**config.mk**
```make
export PLATFORM = sky130hd
export DESIGN_NAME = zx_pager
export DESIGN_NICKNAME = d
export VERILOG_FILES = /design/src/rtl/zx_pager.sv
export SDC_FILE = /design/constraint.sdc
export NUM_CORES = 1
export LEC_CHECK = 0
export ABC_CLOCK_PERIOD_IN_PS = 4000
export BUFFER_PORTS_ARGS = -buffer_cell sky130_fd_sc_hd__buf_2
export CORE_MARGIN = 2
export CORE_UTILIZATION = 36
export CTS_CLUSTER_DIAMETER = 120
export CTS_CLUSTER_SIZE = 28
export DETAILED_ROUTE_END_ITERATION = 16
export GPL_ROUTABILITY_DRIVEN = 0
export PLACE_DENSITY_LB_ADDON = 0.05
export SLEW_MARGIN = 10
export SYNTH_ARGS = -nofsm -noshare
export SYNTH_HDL_FRONTEND = slang
export SYNTH_SLANG_ARGS = --single-unit
```
**constraint.sdc**
```tcl
create_clock -name clock -period 4 [get_ports clock]
set_clock_uncertainty 0.15 [all_clocks]
set_input_delay 0.4 -clock clock [delete_from_list [all_inputs] [get_ports clock]]
set_output_delay 0.4 -clock clock [all_outputs]
set_load 0.02 [all_outputs]
```
**src/rtl/zx_pager.sv**
```systemverilog
// zx_pager: 7FFD/1FFD paging unit for 48K, 128K, +3 and Pentagon-style RAM sizes.
// Maps CPU addresses onto ROM/RAM pages, selects the screen bank and flags contention.
module zx_pager #(
    parameter int MODE  = 1,
    parameter int BANKW = 3
) (
    input  logic                clock,
    input  logic                reset,
    input  logic                ce,
    input  logic                iorq,
    input  logic                mreq,
    input  logic                wr,
    input  logic [15:0]         a,
    input  logic [7:0]          d,
    output logic [BANKW+14:0]   memA,
    output logic                memWe,
    output logic [BANKW-1:0]    vduPage,
    output logic                contend,
    output logic                locked,
    output logic [7:0]          p7FFD,
    output logic [7:0]          p1FFD
);

    logic [7:0]       r7ffd;
    logic [7:0]       r1ffd;
    logic             lock;
    logic             taken;

    logic             hit_7ffd;
    logic             hit_1ffd;
    logic [BANKW-1:0] ext_bank;
    logic [1:0]       rom_page;
    logic [2:0]       sp_bank;
    logic             rom;
    logic [BANKW-1:0] page;

    // Port decode; the 128K decode is partial so 1FFD also aliases onto 7FFD
    always_comb begin
        hit_7ffd = 1'b0;
        hit_1ffd = 1'b0;
        if (MODE == 1) begin
            hit_7ffd = !iorq && !wr && !a[15] && !a[1];
        end else if (MODE == 2) begin
            hit_7ffd = !iorq && !wr && (a[15:14] == 2'b01) && !a[1];
            hit_1ffd = !iorq && !wr && (a[15:12] == 4'b0001) && !a[1];
        end
    end

    // Paging registers: one capture per I/O cycle, frozen once locked
    always_ff @(posedge clock or posedge reset) begin
        if (reset) begin
            r7ffd <= 8'h00;
            r1ffd <= 8'h00;
            lock  <= 1'b0;
            taken <= 1'b0;
        end else if (ce) begin
            if (iorq) begin
                taken <= 1'b0;
            end else if (!taken && !lock && (hit_7ffd || hit_1ffd)) begin
                taken <= 1'b1;
                if (hit_7ffd) begin
                    r7ffd <= d;
                    if (d[5]) lock <= 1'b1;
                end
                if (hit_1ffd) r1ffd <= d;
            end
        end
    end

    // Extended bank index; cast truncates or zero-extends the 5-bit candidate
    assign ext_bank = BANKW'({r7ffd[7:6], r7ffd[2:0]});

    // ROM page selection per machine
    always_comb begin
        rom_page = 2'b00;
        if (MODE == 1) rom_page = {1'b0, r7ffd[4]};
        else if (MODE == 2) rom_page = {r1ffd[2], r7ffd[4]};
    end

    // +3 all-RAM configurations
    always_comb begin
        sp_bank = 3'd0;
        case (r1ffd[2:1])
            2'b00: sp_bank = {1'b0, a[15:14]};
            2'b01: sp_bank = {1'b1, a[15:14]};
            2'b10: sp_bank = (a[15:14] == 2'b11) ? 3'd3 : {1'b1, a[15:14]};
            default: begin
                case (a[15:14])
                    2'b00:   sp_bank = 3'd4;
                    2'b01:   sp_bank = 3'd7;
                    2'b10:   sp_bank = 3'd6;
                    default: sp_bank = 3'd3;
                endcase
            end
        endcase
    end

    // Slot to physical page mapping
    always_comb begin
        rom  = 1'b0;
        page = '0;
        if ((MODE == 2) && r1ffd[0]) begin
            page = BANKW'(sp_bank);
        end else begin
            case (a[15:14])
                2'b00: begin
                    rom  = 1'b1;
                    page = BANKW'(rom_page);
                end
                2'b01:   page = BANKW'(3'd5);
                2'b10:   page = BANKW'(3'd2);
                default: page = (MODE == 0) ? '0 : ext_bank;
            endcase
        end
    end

    // Contention on the low three bank bits, never on ROM
    always_comb begin
        contend = 1'b0;
        if (!rom) begin
            if (MODE == 0)      contend = (page[2:0] == 3'd5);
            else if (MODE == 1) contend = page[0];
            else                contend = page[2];
        end
    end

    assign memA    = {rom, page, a[13:0]};
    assign memWe   = !mreq && !wr && !rom;
    assign vduPage = ((MODE != 0) && r7ffd[3]) ? BANKW'(7) : BANKW'(5);
    assign locked  = lock;
    assign p7FFD   = r7ffd;
    assign p1FFD   = r1ffd;

endmodule

```
==> impl_metrics.tcl, run 1 <==
set metrics [dict create \
    cts_root_buffer "clkbuf_4" \
    final-instance-count-excl-fill 106 \
    pwr_density_cell_nw_per_um2 506.3 \
    grt_first_pass_wirelength_microns 1552 \
    fp.coreArea_sq_um 1708 \
    post-place-ws_ps 2361 \
    via_count 428 \
    arrival_ps 1130 \
    syn_area_sq_um 645.6 \
    synth-seq-cells 10 \
    ir_drop_mv 0.2496 \
    drive_above_1_share_pct 59.26 \
    grt_pass1_vias 358 \
    seq_area_frac_synth_pct 38.76 \
    syn-mean-instance-area_sq_um 10.58 \
    timing.final.crit_share_pct 42.07 \
    hold_class "input pin to flop" \
    slew_violations 0 \
    final_hold_viol_count 0 \
    period_minus_slack_ps 1683 \
    max_stage_delay_ps 390 \
    critical_path_class "flop to output pin" \
    drt-vias-per-instance 4.038 \
    rsz0062_at_grt "false" \
    antenna_found_initial 0 \
    drv_cap 0 \
    p_leak_uw 0.0004101 \
    critPathBufInv 1 \
    htreeDepth 1 \
    wirelength_microns 1082 \
    post_cts_buffers 0 \
    fp.dieH_microns 46.35 \
    ant_nets 0 \
    run_status "finished, final reports clean" \
    crit_family "flip-flops" \
    ys.warnings.count 0 \
    synth_edf_count 0 \
    cp-end-kind "output pin" \
    cts.sink_count 10 \
    cts_buffers 3 \
    async_flop_share_pct 100.0 \
    grt_max_degree 11 \
    synth_ff_type "dfrtp_1" \
    synth.distinct_cells 14 \
    nets 112 \
    synth_cells 61 \
    cp-start-kind "flop" \
    dpl.cell_count 101 \
    start_util_pct 37.80 \
    grt_overflow 0 \
    cts_tree "done" \
    required_ps 3450 \
    final_cell_mix "buf_2, conb_1, dfrtp_1" \
    fin_tns_setup_ps 0 \
    clock_path_buffers 2 \
    cts.clk_slew.worst_paths_ps 70 \
    crit_slowest_cell "dfrtp_1" \
    crit_fanout 3 \
    dpl.hpwl_microns 901.3 \
    setup_viol 0 \
    syn2layout_area_growth_pct 12.02 \
    cts_resized 0 \
    ios 70 \
    route.detailed.drc 0 \
    num_antenna_cells 0 \
    timing.hold.ws_ps 193.5 \
    worst_slack_ps 2317 \
    worstSkewPairLatency_ps 260 \
    fill_cells 194 \
    drtIter0Drc 0 \
    die_area_sq_um 2148 \
    track_usage_pct 10.26 \
    fmax_mhz 594.2 \
    io_buffer_count 33 \
    dr.pass1.iters 1 \
    wl_per_cell_microns 10.21 \
    final_common_cell "buf_2" \
    postCtsHoldBufs 1 \
    dieWidth_microns 46.35 \
    rows 15 \
    cp_cell_sequence "o21a_1 > a21o_1 > buf_2" \
]
-- layer usage --
layer,share of wire (%),track usage (%),up-vias
met5,0,0,-
met4,0,5.714,0
met3,11,3.529,0
met2,47,15.00,25
met1,42,13.08,199
li1,-,-,204
-- cell type report --
type / count / area [sq um] / area share (%)
sequential: 10 / 250.2 / 34.60
multi-input combinational: 29 / 215.2 / 29.76
timing repair buffer: 34 / 175.2 / 24.22
clock buffer: 4 / 36.28 / 5.017
tap: 25 / 31.28 / 4.325
inverter: 4 / 15.01 / 2.076
-- cell families after synthesis --
family                 synth area share, %
buffers and inverters                32.56
multiplexers                         13.95
other                                1.163
AO/OA/AOI/OAI                        6.783
flip-flops                           38.76
AND/OR/NAND/NOR                      6.783
-- worst reg2reg max path: cells and delay by family, from the launching register on --
kind | cells | cell delay, ps
AND/OR/NAND/NOR | 2 | 510
flip-flops | 1 | 380
multiplexers | 1 | 320
-- state kept, by name (all words and copies together), names as in the netlist --
signal and flops:
taken 1, p7FFD 8, locked 1
-- metrics by stage --
step / util (%) / area, sq um / power [uW]
global route: 42.34 / 723.2 / 389.8
global placement: 39.63 / 676.9 / 280.1
finish: 42.34 / 723.2 / 366.2
floorplan: - / 675.6 / 263.5
CTS: 42.34 / 723.2 / 373.2
detailed placement: 39.63 / 676.9 / 281.4
-- power breakdown --
part	switching [uW]	internal (uW)	total [uW]
logic	80.2	53.1	133
clock network	33.3	55.2	88.4
registers	17.4	127	144
-- final timing paths --
check / start / endpoint / slack [ps] / cells past startpoint
min in group asynchronous: reset / taken / 500 / 3
hold / removal: iorq / taken / 190 / 2
hold reg to reg: p7FFD[5] / p7FFD[5] / 360 / 1
setup / recovery: p7FFD[0] / memA[14] / 2320 / 3
setup reg to reg: taken / p7FFD[0] / 2530 / 3
max in group asynchronous: reset / p7FFD[7] / 2950 / 3
-- synth_stat cells (2+ instances only) --
master,instances,area [sq um]
nor3_1,2,10.01
o21a_1,2,15.01
mux2_2,8,90.09
dfrtp_1,10,250.2
conb_1,2,7.510
buf_4,26,195.2
inv_1,4,15.01
Power figures use the tool's default switching activity.
==> run 2: changes to the inputs <==
--- a/config.mk
+++ b/config.mk
@@ -5,10 +5,11 @@
 export SDC_FILE = /design/constraint.sdc
 export NUM_CORES = 1
 export LEC_CHECK = 0
-export ABC_CLOCK_PERIOD_IN_PS = 4000
+export ABC_AREA = 1
+export ABC_CLOCK_PERIOD_IN_PS = 1400
 export BUFFER_PORTS_ARGS = -buffer_cell sky130_fd_sc_hd__buf_2
 export CORE_MARGIN = 2
-export CORE_UTILIZATION = 36
+export CORE_UTILIZATION = 32
 export CTS_CLUSTER_DIAMETER = 120
 export CTS_CLUSTER_SIZE = 28
 export DETAILED_ROUTE_END_ITERATION = 16
==> constraint.sdc (replaced) <==
create_clock -name clock -period 1.4 [get_ports clock]
set_clock_uncertainty 0.15 [all_clocks]
set_input_delay 0.14 -clock clock [delete_from_list [all_inputs] [get_ports clock]]
set_output_delay 0.14 -clock clock [all_outputs]
set_load 0.02 [all_outputs]
==> run 2 against run 1 <==
Sequential power increased by 100%. Synthesized cell count increased by 48%. Clock power increased to 3.0 times the previous value.
==> impl_metrics.tcl, run 2 <==
set metrics [dict create \
    min_path_cells 4 \
    synth_ff_type "dfrtp_1" \
    arrival_ps 1030 \
    cts.sink_count 10 \
    synth_cells 90 \
    fmax_mhz 760.1 \
    ios 70 \
    grt_max_degree 11 \
    antenna_found_initial 0 \
    crit_fanout 2 \
    clkPwrFrac_pct 38.8 \
    grt_overflow 0 \
    setup_viol 0 \
    stdcell_area_sq_um 877.1 \
    route.detailed.drc 0 \
    timing.final.crit_share_pct 93.97 \
    largest_reg_flops 8 \
    ys.warnings.count 0 \
    drtIter0Drc 4 \
    timing.hold.ws_ps 41.57 \
    seq_area_frac_synth_pct 35.34 \
    num_antenna_cells 0 \
    ant_nets 0 \
    dr.pass1.iters 4 \
    final_cell_mix "buf_2, nand2_1, conb_1, dfrtp_1, dlygate4sd3_1" \
    post_dp_cell_area_sq_um 743.2 \
    max_stage_delay_ps 380 \
    rsz0062_at_grt "false" \
    track_usage_pct 12.51 \
    cts_resized 0 \
    p_seq_share_pct 42.6 \
    combPwrFrac_pct 18.6 \
    required_ps 1110 \
    fill_cells 254 \
    synth_commonest_cells "buf_4, nand2_1, dfrtp_1" \
    cts_tree "done" \
    cts.clk_slew.worst_paths_ps 70 \
    min_to "taken" \
    synth_top_area_share_pct 35.34 \
    synth.distinct_cells 13 \
    nets 150 \
    worst_slack_ps 84.41 \
    synth_edf_count 0 \
    drt-vias-per-instance 3.939 \
    syn-mean-instance-area_sq_um 7.869 \
    drive_above_1_share_pct 38.66 \
    hold_class "input pin to flop" \
    slew_violations 0 \
    fin_tns_setup_ps 0 \
    fp.dieH_microns 51.05 \
    io_buffer_count 33 \
    grt_pass1_vias 562 \
    cp_cell_sequence "nor2_1 > o21ai_0 > buf_2" \
    synth_largest_area_cell "dfrtp_1" \
    htreeDepth 1 \
    r2r_slack_ps 210 \
    worst_r2r_endpoint "p7FFD[4]" \
    netlist_top_cells_area "dfrtp_1, buf_4, nand2_1" \
    post-place-ws_ps 198.4 \
    pwr_density_cell_nw_per_um2 772.3 \
    drv_cap 0 \
    p_leak_uw 0.0005605 \
    syn_area_sq_um 708.2 \
    syn2layout_area_growth_pct 23.85 \
    critical_path_class "flop to output pin" \
    crit_slowest_cell "dfrtp_1" \
    cts_root_buffer "clkbuf_4" \
    cts_buffers 3 \
    clock_path_buffers 2 \
    critPathLaunch "p7FFD[0]" \
    cp-start-kind "flop" \
    ir_drop_mv 0.3529 \
    dpl.hpwl_microns 1012 \
    yosysMostFrequentCell "buf_4" \
    internal-power_uw 495.3 \
    p_sw_share_pct 26.88 \
    hp-start "ce" \
    reg2reg_depth 4 \
    cp-end-kind "output pin" \
    grt_first_pass_wirelength_microns 2359 \
    dieWidth_microns 51.05 \
    wl_per_cell_microns 9.565 \
    crit_family "flip-flops" \
    worstSkewPairLatency_ps 260 \
    via_count 579 \
    rows 17 \
    synth-seq-cells 10 \
    async_flop_share_pct 100.0 \
    reg2reg_from "locked" \
    critPathBufInv 1 \
    final_hold_viol_count 0 \
    die_area_sq_um 2606 \
    multiInputGateArea_sq_um 259.0 \
    seq_area_sq_um 250.2 \
    start_util_pct 32.96 \
    period_minus_slack_ps 1316 \
    run_status "finished, final reports clean" \
    final_common_cell "buf_2" \
    wirelength_microns 1406 \
    p_sw_uw 182.1 \
    fp.coreArea_sq_um 2148 \
]
==> run 2: cell types whose count changed after synthesis, sizes merged, moves of 2 or more <==
| cell | change |
|---|---|
| nand2 | +22 |
| mux2 | -8 |
| nand3 | +8 |
| nor2 | +8 |
| inv | +5 |
| o21a | -2 |
| o21ai | +2 |
==> run 2: kinds of logic (layout without fill, tap and decap cells) <==
| family | Yosys count | count (layout) | share of synthesized area (%) |
|---|---|---|---|
| AND/OR/NAND/NOR | 41 | 41 | 29.86 |
| other | 2 | 10 | 1.060 |
| AO/OA/AOI/OAI | 2 | 2 | 1.413 |
| buffers and inverters | 35 | 56 | 32.33 |
| flip-flops | 10 | 10 | 35.34 |
==> run 2: worst max path at each step <==
stage / end / slack [ps] / cells after the start
after CTS: memA[14] / 60 / 3
after floorplan: memA[14] / 90 / 2
after detailed placement: p7FFD[7] / 200 / 4
final: memA[14] / 80 / 3
after global routing: memA[14] / 5 / 3
after global placement: p7FFD[5] / 240 / 4
==> run 2: metal layers <==
metal	routed length, microns	GRT usage, %	vias up	part of all wire, %
met5	0	0	-	0
met2	658	21.21	26	47
met4	14	8.559	0	1.0
li1	-	-	296	-
met3	115	3.801	2	8.2
met1	618	13.16	255	44
==> run 2: repair_timing <==
| action | CTS | global route |
|---|---|---|
| hold endpoints to repair | 19 | 0 |
| setup endpoints to repair | 0 | 1 |
| hold buffers | 9 | 0 |
| buffers inserted | 0 | 1 |
==> run 2: area by class of cell <==
class / count / share of cell area [%]
clock buffers: 4 / 4.137
inverters: 9 / 3.852
multi-input cells: 53 / 29.53
flip-flops and latches: 10 / 28.53
well taps: 28 / 3.994
repair buffers: 43 / 29.96
==> run 2: power by group through the flow <==
| stage | clock network [uW] | registers [uW] | logic [uW] |
|---|---|---|---|
| floorplan | 0 | 294 | 149 |
| global placement | 0 | 294 | 108 |
| detailed placement | 0 | 294 | 107 |
| CTS | 280 | 288 | 127 |
| global route | 294 | 289 | 139 |
| finish | 263 | 289 | 126 |
==> run 2: tightest hold or removal path: stages <==
cell and delay [ps]:
buf_2 100, inv_1 40, o21ai_0 70, nand2_1 70
==> run 2: stage by stage <==
stage / instances / utilization (%) / total power (uW)
4_1_cts: 146 / 40.48 / 694.9
5_1_grt: 147 / 40.83 / 722.3
3_3_place_gp: 133 / 34.60 / 402.3
2_1_floorplan: 98 / - / 443.0
3_5_place_dp: 133 / 34.60 / 401.6
6_report: 147 / 40.83 / 677.3
